`config.mk`:
```
export PLATFORM = sky130hd
export DESIGN_NAME = fetch_sequencer_flat
export DESIGN_NICKNAME = d
export VERILOG_FILES = /design/src/rtl/fetch_if.sv /design/src/rtl/fetch_sequencer.sv /design/src/flat_wrapper.sv
export SDC_FILE = /design/constraint.sdc
export NUM_CORES = 1
export LEC_CHECK = 0
export CORE_UTILIZATION = 43
export CTS_CLUSTER_SIZE = 20
export DETAILED_ROUTE_END_ITERATION = 16
export PLACE_DENSITY = 0.81
export SETUP_SLACK_MARGIN = 0.5
export SYNTH_ARGS = -nofsm -noshare
export SYNTH_HDL_FRONTEND = slang
export SYNTH_SLANG_ARGS = --single-unit
```
`constraint.sdc`:
```
create_clock -name clk_i -period 2.8 [get_ports clk_i]
set_input_delay 0.42 -clock clk_i [delete_from_list [all_inputs] [get_ports clk_i]]
set_output_delay 0.42 -clock clk_i [all_outputs]
set_load 0.01 [all_outputs]
```
`src/rtl/fetch_if.sv`:
```
// Fetch sequencer bus: instruction-memory port, decode handshake and control/status lines.
interface fetch_if #(
    parameter int unsigned ADDR_W = 32
) ();
    logic              start;
    logic [ADDR_W-1:0] imem_addr;
    logic [31:0]       imem_data;
    logic              if_valid;
    logic              if_ready;
    logic [31:0]       if_instr;
    logic [ADDR_W-1:0] if_pc;
    logic              redirect;
    logic [ADDR_W-1:0] redirect_pc;
    logic              halted;
    logic              fault;

    modport master (
        input  start, imem_data, if_ready, redirect, redirect_pc,
        output imem_addr, if_valid, if_instr, if_pc, halted, fault
    );

    modport slave (
        output start, imem_data, if_ready, redirect, redirect_pc,
        input  imem_addr, if_valid, if_instr, if_pc, halted, fault
    );
endinterface

```
`src/rtl/fetch_sequencer.sv`:
```
// Instruction fetch controller: owns the PC, fills a one-entry fetch slot toward decode,
// and handles branch redirects, HALT detection and illegal-address faults.
module fetch_sequencer #(
    parameter int unsigned ADDR_W    = 32,
    parameter int unsigned RESET_PC  = 0,
    parameter int unsigned PC_STEP   = 4,
    parameter int unsigned MEM_BYTES = 64
) (
    input  logic     clk_i,
    input  logic     rst_ni,
    fetch_if.master  bus
);
    localparam logic [6:0] HaltOp = 7'h7F;

    typedef enum logic [1:0] {StIdle, StRun, StHalt, StFault} state_e;

    state_e            state_q;
    logic [ADDR_W-1:0] pc_q;
    logic              valid_q;
    logic [31:0]       instr_q;
    logic [ADDR_W-1:0] if_pc_q;
    logic              halted_q;
    logic              fault_q;

    function automatic logic addr_legal(input logic [ADDR_W-1:0] a);
        return (a[1:0] == 2'b00) && (a < ADDR_W'(MEM_BYTES));
    endfunction

    logic slot_free;
    assign slot_free = !valid_q || bus.if_ready;

    always_ff @(posedge clk_i or negedge rst_ni) begin
        if (!rst_ni) begin
            state_q  <= StIdle;
            pc_q     <= ADDR_W'(RESET_PC);
            valid_q  <= 1'b0;
            instr_q  <= '0;
            if_pc_q  <= '0;
            halted_q <= 1'b0;
            fault_q  <= 1'b0;
        end else begin
            unique case (state_q)
                StIdle: begin
                    if (bus.start) state_q <= StRun;
                end
                StRun: begin
                    if (bus.redirect) begin
                        // Redirect wins over anything the current pc would have caused.
                        valid_q <= 1'b0;
                        pc_q    <= bus.redirect_pc;
                        if (!addr_legal(bus.redirect_pc)) begin
                            fault_q <= 1'b1;
                            state_q <= StFault;
                        end
                    end else if (slot_free) begin
                        if (addr_legal(pc_q)) begin
                            instr_q <= bus.imem_data;
                            if_pc_q <= pc_q;
                            valid_q <= 1'b1;
                            pc_q    <= pc_q + ADDR_W'(PC_STEP);
                            if (bus.imem_data[6:0] == HaltOp) begin
                                halted_q <= 1'b1;
                                state_q  <= StHalt;
                            end
                        end else begin
                            valid_q <= 1'b0;
                            fault_q <= 1'b1;
                            state_q <= StFault;
                        end
                    end
                end
                StHalt, StFault: begin
                    // Terminal: only let the held slot drain.
                    if (valid_q && bus.if_ready) valid_q <= 1'b0;
                end
                default: state_q <= StIdle;
            endcase
        end
    end

    assign bus.imem_addr = pc_q;
    assign bus.if_valid  = valid_q;
    assign bus.if_instr  = instr_q;
    assign bus.if_pc     = if_pc_q;
    assign bus.halted    = halted_q;
    assign bus.fault     = fault_q;
endmodule

```
`src/flat_wrapper.sv`:
```
// flat-port wrapper written by rule: the top's interface ports become plain ports
module fetch_sequencer_flat 
#(
    parameter int unsigned ADDR_W    = 32,
    parameter int unsigned RESET_PC  = 0,
    parameter int unsigned PC_STEP   = 4,
    parameter int unsigned MEM_BYTES = 64
)
  (clk_i, rst_ni, bus_start, bus_imem_data, bus_if_ready, bus_redirect, bus_redirect_pc, bus_imem_addr, bus_if_valid, bus_if_instr, bus_if_pc, bus_halted, bus_fault);
  fetch_if #(.ADDR_W(ADDR_W)) bus_i ();
  input  logic clk_i;
  input  logic rst_ni;
  input wire logic [$bits(bus_i.start)-1:0] bus_start;
  input wire logic [$bits(bus_i.imem_data)-1:0] bus_imem_data;
  input wire logic [$bits(bus_i.if_ready)-1:0] bus_if_ready;
  input wire logic [$bits(bus_i.redirect)-1:0] bus_redirect;
  input wire logic [$bits(bus_i.redirect_pc)-1:0] bus_redirect_pc;
  output wire logic [$bits(bus_i.imem_addr)-1:0] bus_imem_addr;
  output wire logic [$bits(bus_i.if_valid)-1:0] bus_if_valid;
  output wire logic [$bits(bus_i.if_instr)-1:0] bus_if_instr;
  output wire logic [$bits(bus_i.if_pc)-1:0] bus_if_pc;
  output wire logic [$bits(bus_i.halted)-1:0] bus_halted;
  output wire logic [$bits(bus_i.fault)-1:0] bus_fault;
  assign bus_i.start = bus_start;
  assign bus_i.imem_data = bus_imem_data;
  assign bus_i.if_ready = bus_if_ready;
  assign bus_i.redirect = bus_redirect;
  assign bus_i.redirect_pc = bus_redirect_pc;
  assign bus_imem_addr = bus_i.imem_addr;
  assign bus_if_valid = bus_i.if_valid;
  assign bus_if_instr = bus_i.if_instr;
  assign bus_if_pc = bus_i.if_pc;
  assign bus_halted = bus_i.halted;
  assign bus_fault = bus_i.fault;
  fetch_sequencer #(.ADDR_W(ADDR_W), .RESET_PC(RESET_PC), .PC_STEP(PC_STEP), .MEM_BYTES(MEM_BYTES)) u_core (.clk_i(clk_i), .rst_ni(rst_ni), .bus(bus_i));
endmodule
```
==> run metrics <==
slew margin rel.=0.420; CTS root buf=clkbuf_8; first-pass GRT wire length=18100 um; ANT nets after route=0; post-synthesis adder-cell area fraction=0.00301; Clock Skew=0.0225 ns; H-tree depth=3; Mapped Area=4160 um2; endpoints failing setup=0; clock sink total=101; worst slew pin tran=0.862 ns; synth cell count leaders=101 x dfrtp_1, 39 x nor2_1, 29 x nor2b_1; GP Congestion=0.878; GRT met3 Usage=0.0864; Worst EP arrival=2.54 ns; cell taking the most area after synthesis=dfrtp_1; starting density of the core=0.446; num rows=35; gr ovfl total=0; DRC errors left=0; Syn Area/Cell=11.8 um2; crit start category=flip-flop; Final Non-Filler Cells=669; dpl cells=642; Die Wd=100 um; initial antenna violation count=0; largest net degree at the start of global routing=57; Area Growth Syn to Fin=53.9%; Hold Crit Class=in2async; Antenna Diode Count=0; most common cell in the netlist=dfrtp_1; Post-synth top flop=dfrtp_1; R2R Setup Slk=0.50 ns; Synth top area share=0.607; drt first pass iters=5; layout cells sized above 1=0.165; hold buffer count at CTS=0; full die area=10100 um2; Setup crit end kind=flip-flop; CTS tree=built; Final nets=605; PortBufs=167; clk_lat worst skew=0.37 ns; Final Cycle Share=0.820; Layout Utilization=0.687; setup TNS=0 ns; CTS clk-pin slew, worst paths=0.12 ns; Post-Synth XOR/XNOR Area=0; DR vias/cell=5.30; peak supply drop=301 uV; crit path launch=u_core.bus.imem_addr[15]; Post-synth EDFFs=0; crit path kind=reg2reg; combinational family with the most area after synthesis=simple AND/OR/NAND/NOR gates; unrepaired setup endpoints after global routing=true; Synth area leaders=dfrtp_1 61%, mux2_2 7.3%, nor2b_1 4.4%; number of DRC markers in iteration 0=190; number of synthesized register bits=101; gr usage total=0.234; Num CTS Buffers=9; Placeable Area=9330 um2; post-synthesis cell count=354; Critical Path RT=3.04 ns; Slew Limit Fails=0; Pwr Density=608 nW/um2; M1 GR Usage=0.294; Max-cap violations=0; Post-Route WL=11900 um; post-synthesis compound-gate area fraction=0.0619; busiest grt layer=met2; synthesis warning total=0; vias in the first global route=3586; vias=3549; Seq/Total Area, Yosys=0.607; Cell variety after synth=46; status=complete, no violations; Min Clock Period, post-route=2.30 ns; FILL cells=716; Hold Vio Cnt, Final=0; Critical R2R Launch=u_core.bus.imem_addr[15]; post-synthesis mux area share=0.115; GR Util met2=0.370; Syn Nets=424; total power=3.89 mW; Pleak=2.83 nW; I/O pins=168; asr flop ratio synth=1.00; FMAX=436 MHz; Chip Height=100 um; maximum clock insertion buffer count=2; simple-gate share of the synthesized area=0.182; Worst Path Max Fanout=12; routed len/inst=17.8 um; hpwl dp=8360 um
[registers in the layout, summed over array words and instances (netlist names)]
register and cells:
u_core.bus.halted 1, u_core.bus.imem_addr 32, u_core.bus.if_instr 32, u_core.bus.if_pc 32
u_core.bus.fault 1, u_core.bus.if_valid 1, u_core.state_q 2
[path summary, 6_finish.rpt]
path | to | cells after the start
setup / recovery | u_core.bus.if_instr[0] | 7
hold / removal | u_core.bus.imem_addr[29] | 1
setup reg to reg | u_core.bus.if_instr[0] | 7
hold reg to reg | u_core.state_q[0] | 1
max in group asynchronous | u_core.bus.if_pc[29] | 2
min in group clk_i | u_core.state_q[0] | 1
[placed cells by master (no fill, tap or decap), types with 12 or more instances in the layout]
master	n
buf_4	14
clkdlybuf4s50_1	166
mux2_2	27
dfrtp_1	96
a21oi_1	14
nand2_1	22
nor2b_1	29
nor2_1	39
nand3_1	12
[what timing repair did]
item	4_1_cts	5_1_grt
gates resized for setup	1	17
gates cloned	0	3
buffers inserted	0	8
pin swaps	0	5
endpoints found under the setup margin	12	44
[routing by layer]
| metal | part of all wire | vias to the layer above | wire, um |
|---|---|---|---|
| met5 | 0 | - | 0 |
| met4 | 0.024 | 0 | 285 |
| met3 | 0.10 | 22 | 1200 |
| met2 | 0.48 | 188 | 5700 |
| met1 | 0.40 | 1731 | 4700 |
| li1 | - | 1608 | - |
[report_power, final]
| group | internal [mW] | total, mW | leakage [nW] | switching [mW] |
|---|---|---|---|---|
| sequential | 1.64 | 1.94 | 1.32 | 0.293 |
| combinational | 0.573 | 1.00 | 1.40 | 0.432 |
| clock | 0.425 | 0.953 | 0.105 | 0.528 |
[per-stage QoR]
stage	hold slack (ns)	setup WS [ns]	cell area [um2]
finish	0.0549	0.504	6410
detailed placement	0.459	0.445	5980
CTS	0.0743	0.492	6190
global placement	0.457	0.471	5980
global route	0.0879	0.436	6410
floorplan	0.124	0.709	4160
[logic make-up after synthesis]
group,count (synthesis)
buffers and inverters,24
and+or+nand+nor,147
adders and majority gates,1
AOI/OAI and AO/OA,41
DFF,101
muxes,40
[area by class of cell]
type | instances | area [um2] | area share
clock buffers | 9 | 124 | 0.0193
clock inverters | 7 | 78.8 | 0.0123
inverters | 8 | 30.0 | 0.00469
multi-input cells | 229 | 1580 | 0.246
flip-flops and latches | 101 | 2530 | 0.395
well taps | 129 | 161 | 0.0252
repair buffers | 186 | 1900 | 0.297
[critical path: stages, from the launching register on]
cell	delay, ns
dfrtp_1	0.45
nor4_1	0.31
nand4_1	0.23
or3_4	0.42
nor2_4	0.12
buf_4	0.15
buf_12	0.15
mux2_2	0.34
No activity file was read; power rests on OpenSTA's default activity.
